==> src/rtl/shift_divider.sv <==
`default_nettype none
// ============================================================================
// Module   : shift_divider
// Purpose  : Sequential restoring shift-subtract divider for N-bit unsigned
//            operands with its own control FSM and start/done handshake.
//            Optional macro DIV_ZERO_DETECT_EN short-circuits zero divisors.
// Revision : 1.0 - initial release
// ============================================================================
module shift_divider #(
    parameter int N = 4
) (
    input  logic         clock,
    input  logic         reset,
    input  logic         start,
    input  logic [N-1:0] Dividend,
    input  logic [N-1:0] Divisor,
    output logic         ready,
    output logic         done,
    output logic [N-1:0] Quotient,
    output logic [N-1:0] Remainder,
    output logic         div_by_zero
);

    localparam int            CW         = $clog2(N + 1);
    localparam logic [CW-1:0] COUNT_INIT = CW'(N);
    localparam logic [CW-1:0] COUNT_LAST = CW'(1);

    typedef enum logic [1:0] {
        IDLE  = 2'd0,
        SHIFT = 2'd1,
        SUB   = 2'd2,
        DONE  = 2'd3
    } state_t;

    state_t        state;
    state_t        state_next;
    logic [N:0]    acc;
    logic [N-1:0]  quo;
    logic [N-1:0]  div_m;
    logic [CW-1:0] count;
    logic [N:0]    diff;
    logic [N:0]    acc_sub;
    logic          q_bit;
    logic          zero_div;

    // A negative difference (MSB set) means the divisor did not fit: restore.
    assign diff    = acc - {1'b0, div_m};
    assign q_bit   = ~diff[N];
    assign acc_sub = diff[N] ? acc : diff;

`ifdef DIV_ZERO_DETECT_EN
    assign zero_div = (Divisor == '0);
`else
    assign zero_div = 1'b0;
`endif

    always_comb begin
        state_next = state;
        ready      = 1'b0;
        done       = 1'b0;
        case (state)
            IDLE: begin
                ready = 1'b1;
                if (start) begin
                    state_next = zero_div ? DONE : SHIFT;
                end
            end
            SHIFT: state_next = SUB;
            SUB: begin
                if (count == COUNT_LAST) begin
                    state_next = DONE;
                end else begin
                    state_next = SHIFT;
                end
            end
            DONE: begin
                done       = 1'b1;
                state_next = IDLE;
            end
            default: state_next = IDLE;
        endcase
    end

    always_ff @(posedge clock) begin
        if (reset) begin
            state <= IDLE;
        end else begin
            state <= state_next;
        end
    end

    always_ff @(posedge clock) begin
        if (reset) begin
            acc         <= '0;
            quo         <= '0;
            div_m       <= '0;
            count       <= '0;
            Quotient    <= '0;
            Remainder   <= '0;
            div_by_zero <= 1'b0;
        end else begin
            case (state)
                IDLE: begin
                    if (start) begin
                        acc   <= '0;
                        quo   <= Dividend;
                        div_m <= Divisor;
                        count <= COUNT_INIT;
                        if (zero_div) begin
                            Quotient    <= '1;
                            Remainder   <= Dividend;
                            div_by_zero <= 1'b1;
                        end
                    end
                end
                SHIFT: begin
                    {acc, quo} <= {acc[N-1:0], quo, 1'b0};
                end
                SUB: begin
                    acc    <= acc_sub;
                    quo[0] <= q_bit;
                    count  <= count - COUNT_LAST;
                    // Final iteration: publish result including this cycle's bit.
                    if (count == COUNT_LAST) begin
                        Quotient    <= {quo[N-1:1], q_bit};
                        Remainder   <= acc_sub[N-1:0];
                        div_by_zero <= 1'b0;
                    end
                end
                default: ;
            endcase
        end
    end

endmodule
`default_nettype wire
==> config.mk <==
export PLATFORM = sky130hd
export DESIGN_NAME = shift_divider
export DESIGN_NICKNAME = d
export VERILOG_FILES = /design/src/rtl/shift_divider.sv
export SDC_FILE = /design/constraint.sdc
export NUM_CORES = 1
export LEC_CHECK = 0
export BUFFER_PORTS_ARGS = -buffer_cell sky130_fd_sc_hd__buf_2
export CAP_MARGIN = 20
export CORE_ASPECT_RATIO = 0.6
export CORE_MARGIN = 2
export CORE_UTILIZATION = 35
export CTS_BUF_LIST = sky130_fd_sc_hd__clkbuf_4
export DETAILED_ROUTE_END_ITERATION = 7
export PLACE_DENSITY = 0.53
export SKIP_LAST_GASP = 1
export SLEW_MARGIN = 10
export SYNTH_ARGS = -nofsm -noshare
export SYNTH_HDL_FRONTEND = slang
export SYNTH_SLANG_ARGS = --single-unit
==> constraint.sdc <==
create_clock -name clock -period 3.58 [get_ports clock]
set_input_delay 0.179 -clock clock [delete_from_list [all_inputs] [get_ports clock]]
set_output_delay 0.179 -clock clock [all_outputs]
set_load 0.005 [all_outputs]
# Yosys cells after proc, flatten, opt, wreduce, memory -nomap -nowiden

Index checks and enable logic that the tools add are counted.

Flip-flop bits (word level): 26
Output and inout port bits: 11
Logic and storage cells: 41

$add $sub $neg: 2
Eq/ne operators: 6
Mux-type cells: 13
Bitwise operators: 1
Reductions and logical operators: 10

Operator list:

| operator              | number |
|---|---|
| $pmux W5 S3           | 1 |
| $pmux W3 S2           | 2 |
| $mux W5               | 2 |
| $reduce_and A2 Y1     | 5 |
| $pmux W2 S4           | 1 |
| $sub A5 B4 Y5         | 1 |
| $eq A2 B2 Y1 const B  | 2 |
| $mux W2               | 2 |
| $mux W4               | 1 |
| $ne A2 B2 Y1 const B  | 2 |
| $reduce_bool A2 Y1    | 2 |
| $eq A3 B1 Y1 const B  | 1 |
| $mux W3               | 1 |
| $pmux W1 S3           | 1 |
| $reduce_and A3 Y1     | 1 |
| $reduce_bool A3 Y1    | 1 |
| $sub A3 B1 Y3 const B | 1 |
| $eq A2 B1 Y1 const B  | 1 |
| $logic_not A2 Y1      | 1 |
| $mux W1               | 2 |
| $not A1 Y1            | 1 |

# Depth between registers and ports, before layout

Gate-level depths: netlist of the first run.

Depth in word-level cells: 3
Gate-level depth with buffers: 10
Gate-level depth less buffers: 9

# Worst setup path after synthesis of the first run

Ideal clock, no wire load.

Kind: reg-to-reg
Start point: reg acc[0]
End point: reg acc[3]
Library setup time: 0.116 ns
Arrival time: 1.846 ns
Data required time: 3.464 ns
Slack: 1.617 ns
Cell stages (with the launch flop): 10
Path buffers: 0
Clock period less this slack: 1.963 ns
Cells stage by stage: dfxtp_1 inv_1 ha_1 inv_1 fa_1 nand3_2 a21oi_2 nor2_4 mux2_4 a41o_1

Cells in the longest elaborated chain, start to end: 3

RTL lines:

| element                | RTL line | RTL |
|---|---|---|
| start, declared        | 37       | `logic [N:0] acc;` |
| start signal, assigned | 117      | `{acc, quo} <= {acc[N-1:0], quo, 1'b0};` |
| start signal, assigned | 120      | `acc <= acc_sub;` |
| $sub A5 B4 Y5          | 47       | `assign diff = acc - {1'b0, div_m};` |
| $mux W5                | 49       | `assign acc_sub = diff[N] ? acc : diff;` |
| $pmux W5 S3            | 102      | `case (state)` |

No other way between the ends. The select of a mux whose other input is x is not followed.
A chain may end at the register's enable or synchronous reset.

# Final worst setup path of the first run

Ends and elaborated chain as after synthesis.

==> flow_summary.ini, run 1 <==
[floorplan]
die_h_um = 53.4
die_x_um = 86.3
die_area_um2 = 4610
num_rows = 17
coreArea_um2 = 3790
start_util_pct = 37.6
io_pins = 22

[clock_network]
clock_tree.root_cell = clkbuf_4
cts_resized = 0
numCtsBuffers = 3
htree_levels = 1
cts_buffer_depth = 2
cts_tree = built
clock_latency_ns = 0.34
clkTransAtPathRegs_ns = 0.15
post-cts-setup-buffer-count = 0
cts_hold_buf = 0
cts_sinks = 26

[worst_setup_path]
path_class = reg -> reg
cp-end-kind = register
cp_max_fo = 6
rrSetupSlack_ns = 1.47
worst_ep_required_time_ns = 3.83
cp_data_arrival_time_ns = 2.36
startpoint_type = register

[timing]
worst_slack_ns = 1.47
hold_viol = 0
min_period_ns = 2.11
final.setup_skew_ns = 0.0102
fmax_mhz = 475
setup_viol = 0
slew_violations = 0
finalCritPeriodShare_pct = 58.8
worst_slew_pin_slew_ns = 0.536
max_slew_margin_pct = 64.3
grt_setup_unrepaired = no
tns_ns = 0

[drt]
vias_per_cell = 5.10
wl_per_cell_um = 13.9
drt_wl_total_mm = 3.19
drc = 0
drt_iter0_drc = 61
ant_nets = 0
vias = 1168
first_pass_iters = 4

[grt]
track_usage_pct = 15.8
grt_max_degree = 30
antenna_found_initial = 0
grt-ovfl-total = 0
grt_pass1_vias = 1141
grt_pass1_wl_mm = 5.46

[outcome]
outcome = finished clean

[cells_and_area]
nets = 205
multi_input_area_um2 = 788
nFillCells = 402
drive_above_1_share_pct = 17.0
seq_area_um2 = 520
antenna_cells = 0
area_growth_pct = 8.44

[flow_run]
max-cap-violations = 0

[placement]
place_ws_ns = 1.47
hpwlAfterDp_mm = 2.41
port_buffers = 20
globalplace.congestion = 0.860

[hold_path]
hold_class = in -> reg

[synth]
yosysTopAreaCell = dfxtp_1
synth_edf_count = 0
synth_area_leaders = dfxtp_1 (37%), ha_1 (8.8%), a21oi_1 (4.9%)
syn_nets = 190
synthCells = 168
syn_avg_cell_area_um2 = 8.47
yosys_warnings = 0
netlist_top_cells_count = dfxtp_1 (26), nand2_1 (17), nor2_1 (17), a21oi_1 (14), inv_1 (13)
ys_ff_latch = 26
yosysTopAreaCellShare_pct = 36.6
async_flop_share_pct = 0
synth_seq_area_share_pct = 36.6
synth.most_common_cell = dfxtp_1
synthFlopType = dfxtp_1
synthesis.area_um2 = 1420
synth_cell_types = 41

[power_and_ir_drop]
ir_drop_uv = 256
p_per_area_nw_per_um2 = 494
p_leak_uw = 0.000649
-- state kept, by name, summed over array words and instances, names as in the netlist --
register and count:
Quotient 4, Remainder 4, acc 5, count 3
div_m 4, quo 4, state 2
-- cell usage in the layout (no fill, tap or decap), types with 5 or more instances in the layout --
master   instances
ha_1            10
nand2_1         17
dfxtp_1         26
nand3_1          7
a21oi_1         14
nor2_1          17
o21ai_0          5
buf_2           20
mux2i_1          5
inv_1           13
-- worst paths after layout --
check                                            from                    end  cells after the start
worst max-delay path              acc[0]$_SDFFE_PP0P_    acc[3]$_SDFFE_PP0P_                      9
worst min-delay path                       Divisor[3]  div_m[3]$_SDFFE_PP0P_                      3
worst max register to register    acc[0]$_SDFFE_PP0P_    acc[3]$_SDFFE_PP0P_                      9
worst min register to register  div_m[2]$_SDFFE_PP0P_  div_m[2]$_SDFFE_PP0P_                      2
-- through the flow --
| step | instance area (um^2) | hold WS, ns | std cells | total power, uW | utilization, % |
|---|---|---|---|---|---|
| after floorplan | 1420 | 0.326 | 168 | 585 | - |
| after global placement | 1520 | 0.433 | 225 | 626 | 40.1 |
| after detailed placement | 1520 | 0.441 | 225 | 634 | 40.1 |
| after CTS | 1540 | 0.0748 | 229 | 771 | 40.7 |
| after global routing | 1540 | 0.0619 | 229 | 831 | 40.7 |
| final | 1540 | 0.0844 | 229 | 762 | 40.7 |
-- layout make-up --
cell class	instances	area share, %
tap	47	3.81
multi-input combinational	119	51.1
inverter	13	3.16
clock inverter	1	0.243
sequential	26	33.7
clock buffer	3	1.46
timing repair buffer	20	6.49
-- worst max-delay path, stage by stage (launching register included) --
cell and delay [ns]:
dfxtp_1 0.32, inv_1 0.10, ha_1 0.17, inv_1 0.05, fa_1 0.41, nand3_2 0.10, a21oi_2 0.07, nor2_4 0.23
mux2_4 0.33, a41o_1 0.23
-- kinds of logic after synthesis --
kind of cell	after synthesis	synth area share, %
adder cells (fa/ha/maj)	11	10.2
AO/OA/AOI/OAI	38	17.2
other	1	0.264
flip-flops	26	36.6
buffers and inverters	23	8.00
AND/OR/NAND/NOR	60	20.9
multiplexers	7	5.63
XOR/XNOR	2	1.23
-- metal layers --
layer | wire, um | GRT usage (%)
met5 | 0 | 0
met4 | 19 | 3.13
met3 | 118 | 4.06
met2 | 1280 | 24.7
met1 | 1770 | 22.1
-- report_power, final --
group          internal (uW)  total, uW  switching [uW]
Clock                   41.0        134            92.6
Combinational            110        283             173
Sequential               321        346            24.5
(Power assumes the default switching activity.)
==> run 2, diff against run 1 <==
--- a/config.mk
+++ b/config.mk
@@ -12,7 +12,7 @@
 export CORE_UTILIZATION = 35
 export CTS_BUF_LIST = sky130_fd_sc_hd__clkbuf_4
 export DETAILED_ROUTE_END_ITERATION = 7
-export PLACE_DENSITY = 0.53
+export PLACE_DENSITY = 0.55
 export SKIP_LAST_GASP = 1
 export SLEW_MARGIN = 10
 export SYNTH_ARGS = -nofsm -noshare
==> constraint.sdc (replaced) <==
create_clock -name clock -period 1.8 [get_ports clock]
set_input_delay 0.09 -clock clock [delete_from_list [all_inputs] [get_ports clock]]
set_output_delay 0.09 -clock clock [all_outputs]
set_load 0.005 [all_outputs]
==> run 2 against run 1 <==
  * The flow now finishes with violations (negative setup slack)
  * Clock-buffer cell count unchanged
  * Via count up 7.4%
  * Sequential power up 100%
  * Sequential cell count unchanged
  * Cell area up 15%
  * Global-route usage up 1.2 points
  * Total power up 140%
  * Critical endpoint is now Remainder[2]$_SDFFE_PP0P_
==> flow_summary.ini, run 2 (synthesized netlist as in run 1, its figures left out) <==
[outcome]
outcome = finished, violations left
violations = negative setup slack

[hold_path]
hp-start = Divisor[0]
hold_class = in -> reg
min_delay_path_depth = 3
min_to = div_m[0]$_SDFFE_PP0P_

[clock_network]
clock_tree.root_cell = clkbuf_4
cts_tree = built
htree_levels = 1
cts_sinks = 26
clkTransAtPathRegs_ns = 0.16
clock_latency_ns = 0.34
cts_buffer_depth = 2
numCtsBuffers = 3

[worst_setup_path]
max_stage_delay_ns = 0.35
cpMostUsedCell = inv_2
startpoint_type = register
rrSetupSlack_ns = -0.07
cp-end-kind = register
worst_ep_required_time_ns = 2.07
cp_data_arrival_time_ns = 2.13
path_class = reg -> reg
reg2reg_to = Remainder[2]$_SDFFE_PP0P_
slowest_stage = dfxtp_2
reg2regPathDepth = 10
crit_chain = inv_2, ha_4, inv_2, fa_2, nand3_2, and3_4, nor2_4, buf_4, mux2i_4, o31ai_1
cp_max_fo = 5
r2r_start = acc[0]$_SDFFE_PP0P_

[power_and_ir_drop]
ir_drop_uv = 421
p_per_area_nw_per_um2 = 1030
p_leak_uw = 0.000748

[flow_run]
max-cap-violations = 0

[timing]
min_period_ns = 1.87
hold_ws_ns = 0.0436
fmax_mhz = 536
tns_ns = -0.312
setup_viol = 9
finalCritPeriodShare_pct = 104
hold_viol = 0
final.setup_skew_ns = 0.0169
slew_violations = 0
worst_slack_ns = -0.0657
grt_setup_unrepaired = yes

[drt]
ant_nets = 0
drt_iter0_drc = 37
drt_wl_total_mm = 3.51
first_pass_iters = 4
vias = 1255
wl_per_cell_um = 14.1
drc = 0
vias_per_cell = 5.06

[grt]
grt_pass1_vias = 1267
grt-ovfl-total = 0
track_usage_pct = 17.0
grt_pass1_wl_mm = 5.93
antenna_found_initial = 0
grt_max_degree = 18

[cells_and_area]
largest_reg_flops = 5
top_register = acc
nFillCells = 382
area_growth_pct = 24.5
drive_above_1_share_pct = 29.4
antenna_cells = 0
nets = 224
layout_commonest_cell = dfxtp_1
fin_area_um2 = 1770
final_cell_mix = dfxtp_1 (22), buf_2 (20), nand2_1 (17), nor2_1 (17), buf_4 (16)

[floorplan]
die_x_um = 86.3
start_util_pct = 37.6
die_area_um2 = 4610
io_pins = 22
coreArea_um2 = 3790
num_rows = 17
die_h_um = 53.4

[placement]
hpwlAfterDp_mm = 2.68
place_area_um2 = 1630
port_buffers = 20
place_ws_ns = -0.0944
globalplace.congestion = 0.829
[run 2: changes by cell type in the layout (fill, tap and decap cells not counted), moves of 2 or more]
cell	previous run	this run
buf_4	0	16
dlygate4sd3_1	0	3
inv_1	13	11
mux2i_1	5	3
dfxtp_1	26	22
dfxtp_2	0	4
inv_2	0	2
[run 2: layout make-up]
cell class / instances / area, um^2 / share of cell area, %
clock buffer: 3 / 22.5 / 1.27
clock inverter: 1 / 30.0 / 1.70
inverter: 13 / 48.8 / 2.76
multi-input combinational: 119 / 835 / 47.1
sequential: 26 / 526 / 29.7
tap: 47 / 58.8 / 3.32
timing repair buffer: 39 / 250 / 14.1
[run 2: where the power goes]
| group | leakage [uW] | switching, uW | total, uW | internal (uW) |
|---|---|---|---|---|
| Combinational | 0.000506 | 389 | 724 | 335 |
| Sequential | 0.000213 | 50.2 | 692 | 642 |
| Clock | 0.0000279 | 190 | 415 | 225 |
[run 2: layer usage]
metal  global-route usage [%]  vias up  share of wire [%]
li1                         -      642                  -
met1                     22.5      590                 50
met2                     27.1       19                 45
met3                     4.52        4                3.6
met4                     5.21        0                1.3
met5                        0        -                  0
[run 2: worst max-delay path by stage]
stage	start	end	slack, ns	cells past startpoint
floorplan	acc[0]$_SDFFE_PP0P_	acc[3]$_SDFFE_PP0P_	0.0006	9
global placement	acc[0]$_SDFFE_PP0P_	acc[3]$_SDFFE_PP0P_	-0.03	9
detailed placement	acc[0]$_SDFFE_PP0P_	acc[3]$_SDFFE_PP0P_	-0.09	9
CTS	acc[0]$_SDFFE_PP0P_	acc[3]$_SDFFE_PP0P_	-0.07	9
global route	acc[0]$_SDFFE_PP0P_	acc[3]$_SDFFE_PP0P_	-0.12	9
finish	acc[0]$_SDFFE_PP0P_	Remainder[2]$_SDFFE_PP0P_	-0.07	10
[run 2: metrics by stage]
step	cells	total power, uW	utilization [%]
after floorplan	168	1170	-
after global placement	238	1320	43.1
after detailed placement	238	1350	43.1
after CTS	248	1820	46.3
after global routing	248	1970	46.8
final	248	1830	46.8
[run 2: timing repair]
| action | CTS | global route |
|---|---|---|
| hold buffers | 3 | 0 |
| pin swaps | 7 | 2 |
| hold endpoints to repair | 3 | 0 |
| buffers inserted | 3 | 0 |
| gates resized for setup | 4 | 4 |
| setup endpoints to repair | 10 | 11 |
[run 2: worst max-delay path: cells and delay by family (launching register included)]
| kind | cells | cell delay (ns) |
|---|---|---|
| AOI/OAI and AO/OA | 1 | 0.19 |
| muxes | 1 | 0.19 |
| DFF | 1 | 0.35 |
| adders and majority gates | 2 | 0.48 |
| and+or+nand+nor | 3 | 0.35 |
| buffers and inverters | 3 | 0.24 |
==> run 3, diff against run 2 <==
--- a/config.mk
+++ b/config.mk
@@ -9,10 +9,10 @@
 export CAP_MARGIN = 20
 export CORE_ASPECT_RATIO = 0.6
 export CORE_MARGIN = 2
-export CORE_UTILIZATION = 35
+export CORE_UTILIZATION = 45
 export CTS_BUF_LIST = sky130_fd_sc_hd__clkbuf_4
 export DETAILED_ROUTE_END_ITERATION = 7
-export PLACE_DENSITY = 0.55
+export PLACE_DENSITY = 0.67
 export SKIP_LAST_GASP = 1
 export SLEW_MARGIN = 10
 export SYNTH_ARGS = -nofsm -noshare
==> run 3 against run 2 <==
  * The flow still finishes with violations (negative setup slack)
  * Non-clock buffer count shrank 4
  * Sequential power is essentially flat
  * Die area shrank 21%
  * Critical path type unchanged
  * Clock-buffer cell count is the same
  * Critical endpoint is now acc[3]$_SDFFE_PP0P_
  * Worst setup slack lost 0.019 ns
  * Global-route usage grew 1.1 points
  * Maximum frequency shrank 0.99%
==> flow_summary.ini, run 3 (synthesized netlist as in run 1, its figures left out) <==
[grt]
grt-ovfl-total = 0
grt_pass1_wl_mm = 5.13
grt_max_degree = 21
track_usage_pct = 18.1
antenna_found_initial = 0
grt_pass1_vias = 1149

[timing]
slew_violations = 0
hold_viol = 0
finalCritPeriodShare_pct = 105
fmax_mhz = 531
min_period_ns = 1.88
worst_slack_ns = -0.0844
final.setup_skew_ns = 0.000626
grt_setup_unrepaired = yes
setup_viol = 9

[worst_setup_path]
cp_data_arrival_time_ns = 2.12
startpoint_type = register
crit_chain = inv_2, ha_4, inv_2, fa_2, nand3_4, and3_4, nor2_4, mux2_4, a41o_1
cp_top_family = adder cells
max_stage_delay_ns = 0.38
worst_ep_required_time_ns = 2.03
path_buf_inv = 2
path_class = reg -> reg
cp-end-kind = register
cp_max_fo = 4
cpMostUsedCell = inv_2
slowest_stage = fa_2

[placement]
place_ws_ns = -0.0921
place_area_um2 = 1610
port_buffers = 20
hpwlAfterDp_mm = 2.43
globalplace.congestion = 0.875
placed_cells = 231

[drt]
drt_wl_total_mm = 3.17
vias_per_cell = 5.19
ant_nets = 0
first_pass_iters = 4
drt_iter0_drc = 57
wl_per_cell_um = 13.2
drc = 0
vias = 1240

[clock_network]
numCtsBuffers = 3
clock_latency_ns = 0.32
cts_tree = built
cts_buffer_depth = 2
cts_sinks = 26
clock_tree.root_cell = clkbuf_4
cts_hold_buf = 0
htree_levels = 1
clkTransAtPathRegs_ns = 0.14

[flow_run]
max-cap-violations = 0

[cells_and_area]
final_cell_mix = dfxtp_1 (24), buf_2 (20), nand2_1 (17), nor2_1 (17)
layout_commonest_cell = dfxtp_1
drive_above_1_share_pct = 31.0
antenna_cells = 0
largest_reg_flops = 5
seq_area_um2 = 523
multi_input_area_um2 = 902
top_register = acc
area_growth_pct = 24.4
nets = 220
stdcell_count = 239
fin_area_um2 = 1770
nFillCells = 278

[power_and_ir_drop]
p_per_area_nw_per_um2 = 956
p_leak_uw = 0.000725
ir_drop_uv = 578

[hold_path]
hold_class = in -> reg

[floorplan]
die_h_um = 47.6
io_pins = 22
die_area_um2 = 3640
num_rows = 15
die_x_um = 76.6
start_util_pct = 48.3
coreArea_um2 = 2950

[outcome]
violations = negative setup slack
outcome = finished, violations left
## run 3: cell count changes in the layout (fill, tap and decap cells not counted), moves of 2 or more
cell,delta
a21oi_2,-2
a21oi_4,+2
buf_4,-2
dfxtp_1,+2
dfxtp_2,-2
dlygate4sd3_1,-3
## run 3: layer usage
metal  track usage [%]  part of all wire, %  wire length, um
met1              23.3                   48             1520
met2              32.2                   46             1450
met3              4.72                  5.0              159
met4              3.64                 0.98               31
met5                 0                    0                0
## run 3: stage by stage
step	TNS, ns	total power, uW	hold WS (ns)	utilization [%]
after floorplan	0	1170	0.230	-
after global routing	-1.26	1800	0.00254	60.0
final	-0.577	1690	0.00173	60.0
after CTS	-0.539	1610	0.00131	56.9
after global placement	-0.0353	1300	0.345	54.6
after detailed placement	-0.277	1320	0.355	54.6
## run 3: worst paths after layout
path	to	slack, ns	from	cells past startpoint
max	acc[3]$_SDFFE_PP0P_	-0.08	acc[0]$_SDFFE_PP0P_	9
min	div_m[2]$_SDFFE_PP0P_	0.002	Divisor[2]	3
max reg2reg	acc[3]$_SDFFE_PP0P_	-0.08	acc[0]$_SDFFE_PP0P_	9
min reg2reg	Quotient[2]$_SDFFE_PP0P_	0.46	Quotient[2]$_SDFFE_PP0P_	2
## run 3: report_power, final
part / switching (uW) / internal [uW]
Combinational: 411 / 339
Clock: 171 / 81.3
Sequential: 50.2 / 639
Total: 632 / 1060
## run 3: area by class of cell
class                   instances  share of cell area [%]
multi-input cells             119                    51.0
flip-flops and latches         26                    29.6
repair buffers                 35                    12.2
well taps                      42                    2.97
inverters                      13                    2.76
clock buffers                   3                    1.27
clock inverters                 1                   0.212
## run 3: worst register-to-register path: cells and delay by family (launching register included)
kind | cells | cell delay, ns
AOI/OAI and AO/OA | 1 | 0.18
buffers and inverters | 2 | 0.11
muxes | 1 | 0.31
adders and majority gates | 2 | 0.52
DFF | 1 | 0.34
and+or+nand+nor | 3 | 0.35
## run 3: timing repair
item,in CTS,in global routing
pin swaps,6,8
setup endpoints to repair,8,10
buffers inserted,3,1
resized for setup,4,14
